$ cat config.mk
export PLATFORM = sky130hd
export DESIGN_NAME = mem_port_arbiter_2x1
export DESIGN_NICKNAME = d
export VERILOG_FILES = /design/src/rtl/mem_port_arbiter_2x1.sv
export SDC_FILE = /design/constraint.sdc
export NUM_CORES = 1
export LEC_CHECK = 0
export CAP_MARGIN = 20
export CORE_AREA = 2 2 113 115
export CTS_BUF_LIST = sky130_fd_sc_hd__clkbuf_4 sky130_fd_sc_hd__clkbuf_8
export DETAILED_ROUTE_END_ITERATION = 10
export DIE_AREA = 0 0 115 117
export GPL_TIMING_DRIVEN = 0
export PLACE_DENSITY_LB_ADDON = 0.3
export SYNTH_ARGS = -nofsm -noshare
export SYNTH_HDL_FRONTEND = slang
export SYNTH_SLANG_ARGS = --single-unit
$ cat constraint.sdc
create_clock -name clk -period 3.65 [get_ports clk]
set_input_delay 0.73 -clock clk [delete_from_list [all_inputs] [get_ports clk]]
set_output_delay 0.73 -clock clk [all_outputs]
set_load 0.02 [all_outputs]
$ cat src/rtl/mem_port_arbiter_2x1.sv
`default_nettype none
// ============================================================================
// Module : mem_port_arbiter_2x1
// Round-robin 2:1 arbiter sharing one memory port, with a BUSY-state watchdog.
// Rev    : 1.0
// ============================================================================
module mem_port_arbiter_2x1 #(
    parameter int WIDTH   = 32,
    parameter int TIMEOUT = 64,
    parameter int CNT_W   = 8
) (
    input  logic             clk,
    input  logic             rst_n,
    input  logic             req0,
    input  logic             req1,
    input  logic [WIDTH-1:0] addr0,
    input  logic [WIDTH-1:0] addr1,
    input  logic [WIDTH-1:0] wdata0,
    input  logic [WIDTH-1:0] wdata1,
    input  logic             we0,
    input  logic             we1,
    output logic             ack0,
    output logic             ack1,
    output logic             err0,
    output logic             err1,
    output logic [WIDTH-1:0] rdata,
    output logic             sel,
    output logic             mem_req,
    output logic             mem_we,
    output logic [WIDTH-1:0] mem_addr,
    output logic [WIDTH-1:0] mem_wdata,
    input  logic             mem_ack,
    input  logic [WIDTH-1:0] mem_rdata
);

    typedef enum logic [1:0] {
        IDLE = 2'd0,
        BUSY = 2'd1,
        RESP = 2'd2
    } state_t;

    localparam logic [CNT_W-1:0] c_cnt_last = CNT_W'((TIMEOUT > 0) ? TIMEOUT - 1 : 0);

    state_t             state_q,     state_d;
    logic               last_q,      last_d;
    logic               sel_q,       sel_d;
    logic [CNT_W-1:0]   cnt_q,       cnt_d;
    logic               mem_req_q,   mem_req_d;
    logic               mem_we_q,    mem_we_d;
    logic [WIDTH-1:0]   mem_addr_q,  mem_addr_d;
    logic [WIDTH-1:0]   mem_wdata_q, mem_wdata_d;
    logic [WIDTH-1:0]   rdata_q,     rdata_d;
    logic [1:0]         ack_q,       ack_d;
    logic [1:0]         err_q,       err_d;
    logic               grant;

    always_comb begin
        state_d     = state_q;
        last_d      = last_q;
        sel_d       = sel_q;
        cnt_d       = cnt_q;
        mem_req_d   = mem_req_q;
        mem_we_d    = mem_we_q;
        mem_addr_d  = mem_addr_q;
        mem_wdata_d = mem_wdata_q;
        rdata_d     = rdata_q;
        ack_d       = 2'b00;
        err_d       = 2'b00;
        grant       = 1'b0;

        case (state_q)
            IDLE: begin
                if (req0 || req1) begin
                    // On a tie the port that did not win last time goes next.
                    grant       = (req0 && req1) ? ~last_q : req1;
                    sel_d       = grant;
                    last_d      = grant;
                    mem_addr_d  = grant ? addr1  : addr0;
                    mem_wdata_d = grant ? wdata1 : wdata0;
                    mem_we_d    = grant ? we1    : we0;
                    mem_req_d   = 1'b1;
                    cnt_d       = '0;
                    state_d     = BUSY;
                end
            end
            BUSY: begin
                cnt_d = cnt_q + 1'b1;
                if (mem_ack) begin
                    rdata_d       = mem_we_q ? '0 : mem_rdata;
                    ack_d[sel_q]  = 1'b1;
                    mem_req_d     = 1'b0;
                    state_d       = RESP;
                end else if ((TIMEOUT != 0) && (cnt_q == c_cnt_last)) begin
                    rdata_d       = '0;
                    err_d[sel_q]  = 1'b1;
                    mem_req_d     = 1'b0;
                    state_d       = RESP;
                end
            end
            RESP: begin
                cnt_d   = '0;
                state_d = IDLE;
            end
            default: begin
                mem_req_d = 1'b0;
                state_d   = IDLE;
            end
        endcase
    end

    always_ff @(posedge clk or negedge rst_n) begin
        if (!rst_n) begin
            state_q     <= IDLE;
            last_q      <= 1'b1;
            sel_q       <= 1'b0;
            cnt_q       <= '0;
            mem_req_q   <= 1'b0;
            mem_we_q    <= 1'b0;
            mem_addr_q  <= '0;
            mem_wdata_q <= '0;
            rdata_q     <= '0;
            ack_q       <= 2'b00;
            err_q       <= 2'b00;
        end else begin
            state_q     <= state_d;
            last_q      <= last_d;
            sel_q       <= sel_d;
            cnt_q       <= cnt_d;
            mem_req_q   <= mem_req_d;
            mem_we_q    <= mem_we_d;
            mem_addr_q  <= mem_addr_d;
            mem_wdata_q <= mem_wdata_d;
            rdata_q     <= rdata_d;
            ack_q       <= ack_d;
            err_q       <= err_d;
        end
    end

    assign ack0      = ack_q[0];
    assign ack1      = ack_q[1];
    assign err0      = err_q[0];
    assign err1      = err_q[1];
    assign rdata     = rdata_q;
    assign sel       = sel_q;
    assign mem_req   = mem_req_q;
    assign mem_we    = mem_we_q;
    assign mem_addr  = mem_addr_q;
    assign mem_wdata = mem_wdata_q;

endmodule
`default_nettype wire

Word level (Yosys, flattened, before mapping)
Cells that the tools add are included.
{"block": "word_totals", "elab_cells": 56, "output_inout_bits": 103, "register_bits": 114, "in_bits": 167}
{"block": "op_classes", "bitwise": 2, "n_eq_ne": 5, "reduce_logical": 11, "magnitude_cmp": 2, "add_sub_neg": 1, "mux": 24}
{"operator": "$mux 32", "n": 5}
{"operator": "$pmux 8 s3", "n": 1}
{"operator": "$mux 2", "n": 8}
{"operator": "$add 8x1->8 const B", "n": 1}
{"operator": "$eq 8x6->1 const B", "n": 1}
{"operator": "$mux 8", "n": 1}
{"operator": "$reduce_and 2->1", "n": 4}
{"operator": "$mux 1", "n": 6}
{"operator": "$pmux 2 s2", "n": 1}
{"operator": "$ne 3x3->1 const B", "n": 1}
{"operator": "$pmux 1 s3", "n": 1}
{"operator": "$reduce_and 3->1", "n": 1}
{"operator": "$reduce_bool 3->1", "n": 1}
{"operator": "$eq 2x1->1 const B", "n": 1}
{"operator": "$eq 2x2->1 const B", "n": 1}
{"operator": "$logic_and 1x1->1", "n": 2}
{"operator": "$logic_not 2->1", "n": 1}
{"operator": "$lt 1x2->1 const B", "n": 1}
{"operator": "$ne 2x2->1 const B", "n": 1}
{"operator": "$not 1->1", "n": 2}
{"operator": "$reduce_bool 2->1", "n": 1}
{"operator": "$demux 1 s1", "n": 1}
{"operator": "$ge 1x1->1 const B", "n": 1}
{"operator": "$logic_or 1x1->1", "n": 1}

Longest topological paths before layout
{"block": "logic_depth", "ltp_word": 7, "mapped_depth": 6, "mapped_depth_nobuf": 4}

Least setup slack after synthesis
OpenSTA, ideal clock, no wires.
{"block": "synth_path", "path_type": "in2reg", "start": "input req1", "end": "register mem_addr_q[21] (netlist: mem_addr[21])", "setup_time_ns": 0.125, "path_stages": 5, "t_required_ns": 3.525, "arrival_time_ns": 1.817, "slack_ns": 1.708, "path_buffers": 2, "cell_sequence": "a21boi_1 -> buf_6 -> buf_6 -> mux2_1 -> mux2_2"}
{"block": "synth_via", "elab_chain_cells": 3, "elab_cells_between_ends": 5, "cone_classes": "mux (2); reduce/logical (3)"}
{"item": "start: declaration", "line_no": "15", "source": "input logic req1,"}
{"item": "$logic_and 1x1->1", "line_no": "75", "source": "grant = (req0 && req1) ? ~last_q : req1;"}
{"item": "$mux 1", "line_no": "75"}
{"item": "$mux 32", "line_no": "78", "source": "mem_addr_d = grant ? addr1 : addr0;"}
{"item": "end signal: assignment", "line_no": "131", "source": "mem_addr_q <= mem_addr_d;"}
{"item": "end: declaration", "line_no": "50", "source": "logic [WIDTH-1:0] mem_addr_q, mem_addr_d;"}
Parallel ways exist; a longest one is shown, timed or not.
A chain may end at the register's enable or synchronous reset.

Worst setup path in the final report
{"block": "layout_path", "start": "input req1", "end": "register mem_addr_q[15] (netlist: mem_addr[15])"}
The elaborated chain is that of the path after synthesis.

==> run_results.csv <==
group,metric,value,unit
logic_synthesis,synthDistinctLibCells,39,
power_and_ir_drop,swShare,36.2,%
place,dpl.cell_count,807,
clock_tree,post_cts_resized,0,
power_and_ir_drop,p_comb_share,51.7,%
clock_tree,clkSinkCount,114,
routing,wl,15800,um
timing,max_slew_margin,56.3,%
floorplanning,initial_core_util,43.4,%
power_and_ir_drop,seq_power_share,31.3,%
global_routing,grt_max_degree,67,
timing,layout_worst_path_cycle_share,62.6,%
hold_path,min_path_type,"input pin to async pin",
global_routing,grt_pass1_vias,4679,
finish,layout.nets,844,
floorplanning,die_w,115,um
floorplanning,die_h,117,um
logic_synthesis,synthSimpleGateAreaFrac,6.34,%
clock_tree,cts_tree,"built",
clock_tree,cts.htree.levels,4,
logic_synthesis,synth_top_family_by_area,"multiplexers",
critical_path,worstPathArrival,2600,ps
routing,vias,4311,
flow_run,maxCapViolCount,0,
timing,rsz0062_at_grt,"no",
routing,dr.first_iter.drc_count,170,
global_routing,grt_pass1_wl,24000,um
power_and_ir_drop,p_per_area,837,nW/um^2
place,numPortBuffers,269,
routing,wire_per_inst,18.8,um
logic_synthesis,synth_edf_count,0,
floorplanning,core,12300,sq um
routing,drtAntennaViolNets,0,
place,place.detailed.hpwl,12200,um
timing,setup_viol,0,
finish,instances_no_fill,839,
critical_path,rr_endpoint,"rdata[23]",
logic_synthesis,synth_most_common_cell,"dfrtp_1",
power_and_ir_drop,power_leakage,3.53,nW
power_and_ir_drop,intPower,4.63,mW
clock_tree,insertion_delay,430,ps
logic_synthesis,synth_common_cells,"dfrtp_1, mux2_2, mux2_1, a221o_1, and2_1",
finish,antenna_cells,0,
outcome,status,"complete, no violations",
critical_path,r2r_cells,5,
logic_synthesis,synthMuxAreaShare,27.9,%
finish,drive_gt1_share,22.4,%
timing,report.final.slew_viol_count,0,
logic_synthesis,ys.warnings.count,0,
routing,drc,0,
timing,finalCriticalPeriod,2290,ps
logic_synthesis,syn_area_per_cell,13.8,sq um
timing,hold_viol_final,0,
logic_synthesis,ys_ff_latch,114,
place,globalplace.congestion,0.756,
critical_path,worst_setup_path_start_kind,"input pin",
logic_synthesis,synth_async_sr_flop_share,100,%
clock_tree,clock-root-buffer,"clkbuf_8",
logic_synthesis,synth_xor_area_share,0,%
clock_tree,cts_buffers,17,
global_routing,grt_use_total,23.7,%
floorplanning,dieArea,13500,sq um
logic_synthesis,synthAdderAreaFrac,0.234,%
timing,fin_worst_skew,10.2,ps
critical_path,crit_type,"input pin to flip-flop",
place,place_area,8250,sq um
timing,worst_pin_slew,656,ps
critical_path,ff2ff_setup_slack,1840,ps
logic_synthesis,yosysTopAreaCellShare,52.9,%
clock_tree,ctsHoldBuffers,0,
critical_path,reg2reg_from,"cnt_q[0]",
logic_synthesis,synth-main-ff-cell,"dfrtp_1",
logic_synthesis,ys_seq_area_share,53.4,%
routing,vias_per_cell,5.14,
critical_path,crit_required,3960,ps
logic_synthesis,synth_compound_area_share,8.80,%
floorplanning,io_pins,270,
critical_path,critPathMaxFanout,10,
critical_path,end_kind,"flip-flop",
finish,post-route-cell-area,8670,sq um
finish,syn2layout_area_growth,62.1,%
power_and_ir_drop,switchingPower,2.63,mW
global_routing,antenna_found_initial,0,
logic_synthesis,synthesis.area,5350,sq um
floorplanning,num_rows,41,
logic_synthesis,synth_area_leader_cell,"dfrtp_1",
logic_synthesis,synth_nets,555,
clock_tree,clkTransAtPathRegs,70,ps
power_and_ir_drop,power.share.clock,17.0,%
clock_tree,cts_setup_buffers,0,
clock_tree,cts_buffer_depth,2,
routing,drt_first_pass_iters,4,
global_routing,gr-total-overflow,0,
timing,fmax,437,MHz
power_and_ir_drop,peakVddDrop,489,uV
logic_synthesis,synthTopCellsByArea,"dfrtp_1, mux2_2, mux2_1, a221o_1, and2_1",
logic_synthesis,syn_inst,387,
[power groups by stage]
stage | sequential, mW | combinational (mW) | clock, mW
after floorplan | 2.94 | 1.32 | 0
after global placement | 2.24 | 3.68 | 0
after detailed placement | 2.28 | 3.78 | 0
after CTS | 2.28 | 3.79 | 1.26
after global routing | 2.36 | 3.97 | 1.32
final | 2.27 | 3.75 | 1.23
[critical path, stage by stage]
cell and delay [ps]:
clkdlybuf4s50_1 520, a21boi_1 310, buf_2 360, mux2_2 410
mux2_2 270
[how the worst max path moves through the flow]
stage,start,end,cells past startpoint
6_report,req1,mem_addr[15],5
5_1_grt,req1,mem_addr[15],5
4_1_cts,req1,mem_addr[15],5
3_5_place_dp,req1,mem_addr[15],5
3_3_place_gp,rst_n,rdata[24],1
2_1_floorplan,req1,mem_addr[21],5
[sequential cells by signal (all words and copies together) (netlist names), 2 cells and up]
| signal | count |
|---|---|
| ack_q | 2 |
| cnt_q | 8 |
| err_q | 2 |
| mem_wdata | 32 |
| mem_addr | 32 |
| state_q | 2 |
| rdata | 32 |
[area by class of cell]
type	count	area, sq um
plain buffers	26	171
clock inverters	10	133
flip-flops and latches	114	2850
fillers	899	3640
repair buffers	270	2720
multi-input cells	245	2320
well taps	150	188
inverters	2	7.51
clock buffers	22	284
[per-stage QoR]
stage / power, mW / util, % / TNS, ps / setup slack [ps] / hold WS, ps
after CTS: 7.32 / 70.4 / 0 / 1360 / 329
after global routing: 7.65 / 70.4 / 0 / 1290 / 351
after global placement: 5.92 / 66.8 / -271060 / -2400 / 457
final: 7.26 / 70.4 / 0 / 1360 / 328
after detailed placement: 6.06 / 67.0 / 0 / 930 / 459
after floorplan: 4.27 / - / 0 / 1710 / 434
[metal layers]
layer / vias up / GRT usage, % / share of wire (%)
li1: 2011 / - / -
met1: 2084 / 25.5 / 37
met2: 191 / 42.8 / 52
met3: 25 / 8.50 / 8.7
met4: 0 / 9.32 / 2.3
met5: - / 0 / 0
[cells in the final DEF (no fill, tap or decap), drive strengths merged, types with 2 or more instances in the layout]
cell           netlist  final
a21oi                5      5
a221o               32     32
a31oi                3      3
and2                32     32
and3                 3      3
buf                 23     25
bufinv               0      3
clkbuf               3     25
clkdlybuf4s50        0    268
clkinv               0      4
clkinvlp             0      3
dfrtp              113    113
inv                  2      2
mux2               130    130
mux2i                3      3
nand2                7      7
nand3                2      2
nor2                 2      2
nor3                 3      3
nor4                 2      2
o21a                 2      2
o21ai                6      6
[cells by family after synthesis]
logic type,count (synthesis)
flops,114
fa+ha+maj,1
compound gates,55
simple gates,56
mux,133
buf+inv,28
(Power assumes the default switching activity.)
==> patch: new RTL, same settings <==
Put a register stage on the output `err0`, with the module's reset. The value now appears one clock later. The other outputs are not delayed to match.
--- a/src/rtl/mem_port_arbiter_2x1.sv
+++ b/src/rtl/mem_port_arbiter_2x1.sv
@@ -138,7 +138,13 @@
 
     assign ack0      = ack_q[0];
     assign ack1      = ack_q[1];
-    assign err0      = err_q[0];
+    always_ff @(posedge clk or negedge rst_n) begin
+        if (!rst_n) begin
+            err0 <= '0;
+        end else begin
+            err0 <= err_q[0];
+        end
+    end
     assign err1      = err_q[1];
     assign rdata     = rdata_q;
     assign sel       = sel_q;
Behaviour: no difference found for any inputs over 4 cycles, from zero or initial values and one cycle with rst_n low; that may be too few to reach the edited logic, so the function may still have changed.
==> patch against the unedited design <==
- cell area increased by 3.3%
- routed wire length increased by 0.59%
- synthesized area increased by 4.1%
- fmax increased by 0.78%
- critical path type is now register to primary output
- synthesized cell count decreased by 0.26%
- final cell count decreased by 0.12%
- core utilization increased by 2.3 points
- highest routed layer unchanged
- worst setup slack improved by 18 ps
- power increased by 4.8%
- sequential cell count increased by 1
==> patch: results (changes against the unedited design) <==
gp weighted congestion: 0.836 (was 0.756)
CTS resizes: 0 (unchanged)
first-pass GRT wire length: 24,200 um (was 24,000 um)
reg-to-reg endpoint: mem_wdata[24] (was rdata[23])
top post-synthesis cells by area: dfrtp_1 51%, mux2_2 17%, mux2_4 13% (was dfrtp_1 53%, mux2_2 19%, mux2_1 8.2%)
Worst path max stage delay: 710 ps (was 520 ps)
Via density: 5.19 (was 5.14)
cells on worst reg2reg path: 5 (unchanged)
clk slew on worst S/H paths: 70 ps (about the same)
dpl cells: 806 (was 807)
Net count, final: 843 (was 844)
Worst slew margin: 51.4% (was 56.3%)
Post-Syn Instances: 386 (was 387)
# Post-CTS Setup Buffers: 0 (unchanged)
LEAKAGE: 3.78 nW (was 3.53 nW)
Routed WL: 15,900 um (was 15,800 um)
CTS Root Buffer Type: clkbuf_8 (unchanged)
Critical Path End: sel (was mem_addr[15])
Synth cell types: 38 (was 39)
FF-to-FF Start: state_q[0] (was cnt_q[0])
largest net degree at the start of global routing: 62 (was 67)
Post-DP HPWL: 12,200 um (about the same)
setup clock skew after layout: 8.80 ps (was 10.2 ps)
R2R setup slack: 1850 ps
vias in the first global route: 4,666 (was 4,679)
layout cell share with drive strength beyond 1: 28.5% (was 22.4%)
Hold Crit Class: register to register (was input port to async pin)
FILL cells: 844 (was 899)
DR vias: 4,349 (was 4,311)
sequential share of the synthesized area: 51.7% (was 53.4%)
placed cell area: 8470 sq um (was 8250 sq um)
outcome: finished clean (unchanged)
warnings from Yosys: 0 (unchanged)
Commonest cells post-synth: 114 x dfrtp_1, 84 x mux2_2, 48 x mux2_4, 32 x a221o_1, 32 x and2_1 (was 113 x dfrtp_1, 91 x mux2_2, 39 x mux2_1, 32 x a221o_1, 31 x and2_1)
Worst path slowest cell: clkdlybuf4s50_1 (unchanged)
CP max FO: 5 (was 10)
Net Count, Synth: 554 (was 555)
Critical path origin: sel (was req1)
All-Layer GR Usage: 23.8% (was 23.7%)
worst vdd ir: 618 uV (was 489 uV)
initial drt markers: 191 (was 170)
CP arrival: 1540 ps (was 2600 ps)
-- patch: layout make-up --
cell class                      count  area [sq um]  area share [%]
Buffer                             26           168            1.87
Clock inverter                      9           173            1.93
Timing Repair Buffer              270          2720            30.3
Multi-Input combinational cell    243          2510            28.1
Inverter                            2          7.51          0.0838
Sequential cell                   115          2880            32.1
Clock buffer                       23           310            3.46
Tap cell                          150           188            2.10
-- patch: per-layer routing --
metal	track usage (%)	routed length, um	vias up
met2	42.2	8060	202
met3	8.75	1460	27
met5	0	0	-
met1	25.9	6020	2111
li1	-	-	2009
met4	10.0	361	0
-- patch: worst min path at each step --
| stage | cells after the start | slack [ps] | end |
|---|---|---|---|
| finish | 0 | 350 | err0 |
| global route | 0 | 360 | err0 |
| CTS | 0 | 350 | err0 |
| detailed placement | 0 | 340 | err0 |
| global placement | 0 | 330 | err0 |
| floorplan | 0 | 330 | err0 |
-- patch: report_power, final --
group | internal [mW] | switching (mW)
clock network | 0.909 | 0.500
logic | 2.15 | 1.75
registers | 1.90 | 0.400
-- patch: kinds of logic after synthesis --
group / Yosys count / share of synthesized area (%)
multiplexers: 135 / 30.5
AND/OR/NAND/NOR: 56 / 6.40
flip-flops: 115 / 51.7
adder cells (fa/ha/maj): 1 / 0.225
AO/OA/AOI/OAI: 51 / 8.07
buffers and inverters: 28 / 3.15
-- patch: stage by stage --
stage          setup WS [ps]  util (%)
2_1_floorplan           1740         -
3_3_place_gp           -2490      68.6
3_5_place_dp            1010      68.8
4_1_cts                 1330      72.8
5_1_grt                 1300      72.8
6_report                1380      72.8
